$ cat config.mk
export PLATFORM = sky130hd
export DESIGN_NAME = pifo_sorted_array
export DESIGN_NICKNAME = d
export VERILOG_FILES = /design/src/rtl/pifo_pkg.sv /design/src/rtl/pifo_slot.sv /design/src/rtl/pifo_sorted_array.sv
export SDC_FILE = /design/constraint.sdc
export NUM_CORES = 1
export LEC_CHECK = 0
export CORE_MARGIN = 3
export CORE_UTILIZATION = 33
export CTS_CLUSTER_SIZE = 28
export DETAILED_ROUTE_END_ITERATION = 10
export PLACE_DENSITY_LB_ADDON = 0.12
export SLEW_MARGIN = 15
export SYNTH_ARGS = -nofsm -noshare
export SYNTH_HDL_FRONTEND = slang
export SYNTH_SLANG_ARGS = --single-unit
$ cat constraint.sdc
create_clock -name i_clk -period 4 [get_ports i_clk]
set_input_delay 0.8 -clock i_clk [delete_from_list [all_inputs] [get_ports i_clk]]
set_output_delay 0.8 -clock i_clk [all_outputs]
set_load 0.03 [all_outputs]
$ cat src/rtl/pifo_pkg.sv
// Shared types and helpers for the sorted-array PIFO: default widths, slot entry layout,
// per-slot mux select encoding and the rank compare that treats empty slots as +inf.
package pifo_pkg;

  localparam int PIFO_DEPTH = 16;
  localparam int PIFO_RKW   = 12;
  localparam int PIFO_MTW   = 8;
  localparam int PIFO_PTW   = 12;

  // Slots are stored flat with this layout ({valid, rank, meta, payload}, valid at the MSB).
  typedef struct packed {
    logic                valid;
    logic [PIFO_RKW-1:0] rank;
    logic [PIFO_MTW-1:0] meta;
    logic [PIFO_PTW-1:0] payload;
  } pifo_entry_t;

  typedef enum logic [1:0] {
    SEL_HOLD,
    SEL_LO,
    SEL_HI,
    SEL_IN
  } slot_sel_t;

  // a < b, unsigned; an invalid operand compares as +inf.
  function automatic logic rank_lt(input logic a_v, input logic [31:0] a,
                                   input logic b_v, input logic [31:0] b);
    if (!a_v) return 1'b0;
    if (!b_v) return 1'b1;
    return a < b;
  endfunction

endpackage

$ cat src/rtl/pifo_slot.sv
// One register slot of the sorted array: hold, shift up from below, shift down from above,
// or capture the incoming entry, chosen from the local and neighbouring compare bits.
module pifo_slot
  import pifo_pkg::*;
#(
  parameter int EW     = 33,
  parameter bit BOTTOM = 1'b0
) (
  input  logic          i_clk,
  input  logic          i_rst,
  input  logic          push,
  input  logic          pop,
  input  logic          gt_self,
  input  logic          gt_lo,
  input  logic          gt_hi,
  input  logic [EW-1:0] ent_lo,
  input  logic [EW-1:0] ent_hi,
  input  logic [EW-1:0] ent_in,
  output logic [EW-1:0] ent
);

  slot_sel_t sel;

  // With a pop the head is gone, so slot j is filled as if it were old slot j+1's neighbour.
  always_comb begin
    sel = SEL_HOLD;
    if (push && pop) begin
      if (!gt_hi)                 sel = SEL_HI;
      else if (BOTTOM || !gt_self) sel = SEL_IN;
    end else if (push) begin
      if (gt_self && gt_lo)        sel = SEL_LO;
      else if (gt_self)            sel = SEL_IN;
    end else if (pop) begin
      sel = SEL_HI;
    end
  end

  always_ff @(posedge i_clk) begin
    if (i_rst) begin
      ent <= {1'b0, {(EW-1){1'b1}}};
    end else begin
      case (sel)
        SEL_LO:  ent <= ent_lo;
        SEL_HI:  ent <= ent_hi;
        SEL_IN:  ent <= ent_in;
        default: ent <= ent;
      endcase
    end
  end

endmodule

$ cat src/rtl/pifo_sorted_array.sv
// Register-array PIFO, lowest rank at slot 0, FIFO among equal ranks.
// Optional tail-drop when full is enabled by defining PIFO_TAIL_DROP_EN.
module pifo_sorted_array
  import pifo_pkg::*;
#(
  parameter int DEPTH = PIFO_DEPTH,
  parameter int RKW   = PIFO_RKW,
  parameter int MTW   = PIFO_MTW,
  parameter int PTW   = PIFO_PTW,
  localparam int CNW  = $clog2(DEPTH+1)
) (
  input  logic               i_clk,
  input  logic               i_rst,
  input  logic               i_push,
  input  logic [RKW-1:0]     i_push_rank,
  input  logic [MTW+PTW-1:0] i_push_data,
  output logic               o_push_ready,
  input  logic               i_pop,
  output logic               o_pop_valid,
  output logic [RKW-1:0]     o_pop_rank,
  output logic [MTW+PTW-1:0] o_pop_data,
  output logic [CNW-1:0]     o_count,
  output logic               o_full,
  output logic               o_empty,
  output logic               o_drop_valid,
  output logic [RKW-1:0]     o_drop_rank,
  output logic [MTW+PTW-1:0] o_drop_data
);

  localparam int DW = MTW + PTW;
  localparam int EW = 1 + RKW + DW;
  localparam logic [EW-1:0] EMPTY = {1'b0, {(EW-1){1'b1}}};

  logic [DEPTH-1:0][EW-1:0] ent;
  logic [DEPTH-1:0]         gt;
  logic [EW-1:0]            ent_in;
  logic                     push_acc, pop_acc;
  logic [CNW-1:0]           cnt;

  assign ent_in = {1'b1, i_push_rank, i_push_data};

  // gt[i]: new entry sorts strictly before slot i; monotone 0..01..1 since invalid slots sit on top.
  always_comb begin
    for (int i = 0; i < DEPTH; i++)
      gt[i] = rank_lt(1'b1, 32'(i_push_rank), ent[i][EW-1], 32'(ent[i][EW-2 -: RKW]));
  end

`ifdef PIFO_TAIL_DROP_EN
  assign o_push_ready = 1'b1;
`else
  assign o_push_ready = ~o_full | i_pop;
`endif

  assign push_acc = i_push & o_push_ready;
  assign pop_acc  = i_pop & o_pop_valid;

  for (genvar i = 0; i < DEPTH; i++) begin : g_slot
    logic          lo_gt, hi_gt;
    logic [EW-1:0] lo_ent, hi_ent;
    if (i == 0) begin : g_bot
      assign lo_gt  = 1'b0;
      assign lo_ent = ent_in;
    end else begin : g_mid_lo
      assign lo_gt  = gt[i-1];
      assign lo_ent = ent[i-1];
    end
    if (i == DEPTH-1) begin : g_top
      assign hi_gt  = 1'b1;
      assign hi_ent = EMPTY;
    end else begin : g_mid_hi
      assign hi_gt  = gt[i+1];
      assign hi_ent = ent[i+1];
    end
    pifo_slot #(.EW(EW), .BOTTOM(i == 0)) u_slot (
      .i_clk   (i_clk),
      .i_rst   (i_rst),
      .push    (push_acc),
      .pop     (pop_acc),
      .gt_self (gt[i]),
      .gt_lo   (lo_gt),
      .gt_hi   (hi_gt),
      .ent_lo  (lo_ent),
      .ent_hi  (hi_ent),
      .ent_in  (ent_in),
      .ent     (ent[i])
    );
  end

  always_ff @(posedge i_clk) begin
    if (i_rst)                                    cnt <= '0;
    else if (push_acc && !pop_acc && !o_full)     cnt <= cnt + CNW'(1);
    else if (pop_acc && !push_acc)                cnt <= cnt - CNW'(1);
  end

  assign o_count     = cnt;
  assign o_full      = (cnt == CNW'(DEPTH));
  assign o_empty     = (cnt == '0);
  assign o_pop_valid = ent[0][EW-1];
  assign o_pop_rank  = ent[0][EW-2 -: RKW];
  assign o_pop_data  = ent[0][DW-1:0];

`ifdef PIFO_TAIL_DROP_EN
  logic          drop_v;
  logic [EW-1:0] drop_ent;

  // Full push without pop: the loser is the old tail if the newcomer sorts before it, else the newcomer.
  always_ff @(posedge i_clk) begin
    if (i_rst) begin
      drop_v   <= 1'b0;
      drop_ent <= '0;
    end else begin
      drop_v   <= push_acc & ~pop_acc & o_full;
      drop_ent <= gt[DEPTH-1] ? ent[DEPTH-1] : ent_in;
    end
  end

  assign o_drop_valid = drop_v;
  assign o_drop_rank  = drop_ent[EW-2 -: RKW];
  assign o_drop_data  = drop_ent[DW-1:0];
`else
  assign o_drop_valid = 1'b0;
  assign o_drop_rank  = '0;
  assign o_drop_data  = '0;
`endif

endmodule

==> impl_metrics.env <==
export IMPL_status="complete, no violations"
export IMPL_layout_nets=3778
export IMPL_slew_limit_headroom=0.256
export IMPL_setup_slack_ps=453
export IMPL_yosysUniqueCellTypes=85
export IMPL_drt_iter0_drc=1973
export IMPL_grt_max_degree=154
export IMPL_postRouteWirelength_um=109000
export IMPL_avgSynthCellArea_um2=8.86
export IMPL_synthesis_instances=3481
export IMPL_drive_gt1_frac=0.132
export IMPL_htreeDepth=3
export IMPL_port_buffers=76
export IMPL_cp_start_kind="register"
export IMPL_rsz0062_at_grt="false"
export IMPL_ios=110
export IMPL_clk_latency_ps=620
export IMPL_finalSetupViolations=0
export IMPL_core_mm2=0.0922
export IMPL_wire_per_inst_um=22.5
export IMPL_cts_root_buf="clkbuf_16"
export IMPL_cts_resized=0
export IMPL_grt_pass1_wl_um=171000
export IMPL_grt_ovfl_total=0
export IMPL_grtUsageTotal=0.219
export IMPL_final_hold_viol_count=0
export IMPL_peakVddDrop_uv=288
export IMPL_synth_flop_cell="dfxtp_1"
export IMPL_cellPowerDensity_mw_per_mm2=465
export IMPL_gp_congestion=0.863
export IMPL_placed_cells=4733
export IMPL_cts_setup_buffers=0
export IMPL_tritoncts="done"
export IMPL_tightest_slew_ps=1120
export IMPL_num_vias=28200
export IMPL_areaGrowthSynthToFinish_pct=18.6
export IMPL_seq_area_frac_synth=0.346
export IMPL_maxCapViolCount=0
export IMPL_cts_clk_slew_worst_paths_ps=60
export IMPL_final_common_cell="dfxtp_1"
export IMPL_dr_pass1_iters=5
export IMPL_ys_top_cells_by_area="dfxtp_1 (35%), mux2i_1 (12%), ha_1 (7.3%)"
export IMPL_num_antenna_cells=0
export IMPL_fp_dieArea_mm2=0.0972
export IMPL_ys_ff_latch=533
export IMPL_synth_top_area_share=0.346
export IMPL_cts_buffers=69
export IMPL_cts_hold_buffers=0
export IMPL_min_period_ps=3550
export IMPL_crit_chain="nor4_1 > buf_4 > nand2_1 > nor2_1 > inv_1 > clkdlybuf4s50_1"
export IMPL_cp_top_family="buffers and inverters"
export IMPL_hold_path_class="register to register"
export IMPL_synthArstFlopShare=0
export IMPL_fin_setup_tns_ps=0
export IMPL_fp_dieW_um=312
export IMPL_worstPathRequired_ps=3200
export IMPL_finalCritPeriodShare=0.887
export IMPL_die_h_um=312
export IMPL_synth_edf_count=0
export IMPL_crit_fanout=5
export IMPL_max_freq_ghz=0.282
export IMPL_cts_buffer_depth=3
export IMPL_drv_slew=0
export IMPL_endpoint_kind="primary output"
export IMPL_crit_path_top_delay_cell="clkdlybuf4s50_1"
export IMPL_final_util=0.397
export IMPL_clkSinkCount=533
export IMPL_stdcell_count=4855
export IMPL_rows=111
export IMPL_finalPower_uw=17000
export IMPL_ant_nets=0
export IMPL_leakagePower_uw=0.0165
export IMPL_crit_arrival_ps=2750
export IMPL_syn_area_mm2=0.0308
export IMPL_grt_pass1_vias=28500
export IMPL_worstSetupPathType="register to primary output"
export IMPL_start_util=0.334
export IMPL_cpPeakStageDelay_ps=620
export IMPL_synth_top_area_cell="dfxtp_1"
export IMPL_cp_num_buf_inv=3
export IMPL_viasPerCell=5.82
export IMPL_drc=0
export IMPL_antenna_found_initial=0
export IMPL_place_ws_ps=-177
export IMPL_mostFrequentLayoutCells="dfxtp_1 (533), mux2i_1 (374), o21ai_0 (240)"
export IMPL_dp_hpwl_um=81800
export IMPL_yosysWarnings=0
export IMPL_finClkSkew_ps=24.0
Yosys cell counts (16+ instances only):
library cell  count
mux2_2           53
a32oi_1          69
mux2i_1         376
buf_4            53
nand3_1          23
buf_2            72
o21ai_0         241
and2_1           16
o22ai_1          24
a221o_1         175
nor4_1           26
dfxtp_1         533
nand2_1         237
a31oi_1          22
inv_1           200
o21ai_1          25
nor2_1          204
o211ai_1         22
a221oi_1        160
a211oi_1         19
a21oi_1         214
nor3_1           52
a21o_1           23
a22oi_1          72
ha_1            179
clkbuf_1        211
worst paths after layout:
| check | depth (start not counted) | slack [ps] | from | endpoint |
|---|---|---|---|---|
| worst max-delay path | 6 | 450 | o_count[0] | o_push_ready |
| worst max register to register | 11 | 550 | g_slot[1].u_slot.ent[30] | g_slot[1].u_slot.ent[8] |
| worst min-delay path | 2 | 480 | g_slot[15].u_slot.ent[8] | g_slot[15].u_slot.ent[8] |
| worst min register to register | 2 | 480 | g_slot[15].u_slot.ent[8] | g_slot[15].u_slot.ent[8] |
worst reg2reg max path, delay by kind of cell (launching register included):
family | cells | cell delay, ps
adders and majority gates | 1 | 280
and+or+nand+nor | 3 | 1060
DFF | 1 | 460
buffers and inverters | 2 | 290
AOI/OAI and AO/OA | 5 | 1340
metrics by stage:
stage	hold slack [ps]	instance area (um2)
2_1_floorplan	439	31000
5_1_grt	501	36600
3_3_place_gp	452	34300
4_1_cts	476	36600
6_report	477	36600
3_5_place_dp	464	34300
state kept, by name, summed over array words and instances, names as in the netlist:
signal,cells
o_count,5
g_slot.u_slot.ent,528
layer usage:
metal / global-route usage / wire, um
met1: 0.310 / 52600
met2: 0.347 / 49300
met3: 0.0236 / 4450
met4: 0.0699 / 3040
met5: 0 / 0
where the power goes:
group,internal (uW),total (uW),switching [uW]
sequential,5900,6500,599
clock,3740,6300,2560
combinational,1760,4200,2440
total,11400,17000,5590
layout make-up:
class	count	area, um2
clock inverters	19	300
clock buffers	102	1960
inverters	201	754
repair buffers	321	3180
well taps	1243	1560
flip-flops and latches	533	10700
multi-input cells	2436	18200
fillers	9215	55600
kinds of logic (layout without fill, tap and decap cells):
group	count (synthesis)	after routing	share of synthesized area
AO/OA/AOI/OAI	1162	1162	0.272
AND/OR/NAND/NOR	627	627	0.0896
buffers and inverters	544	643	0.0756
flip-flops	533	533	0.346
multiplexers	430	430	0.142
adder cells (fa/ha/maj)	180	180	0.0733
XOR/XNOR	4	4	0.00114
other	1	33	0.000122
(Power assumes the default switching activity.)
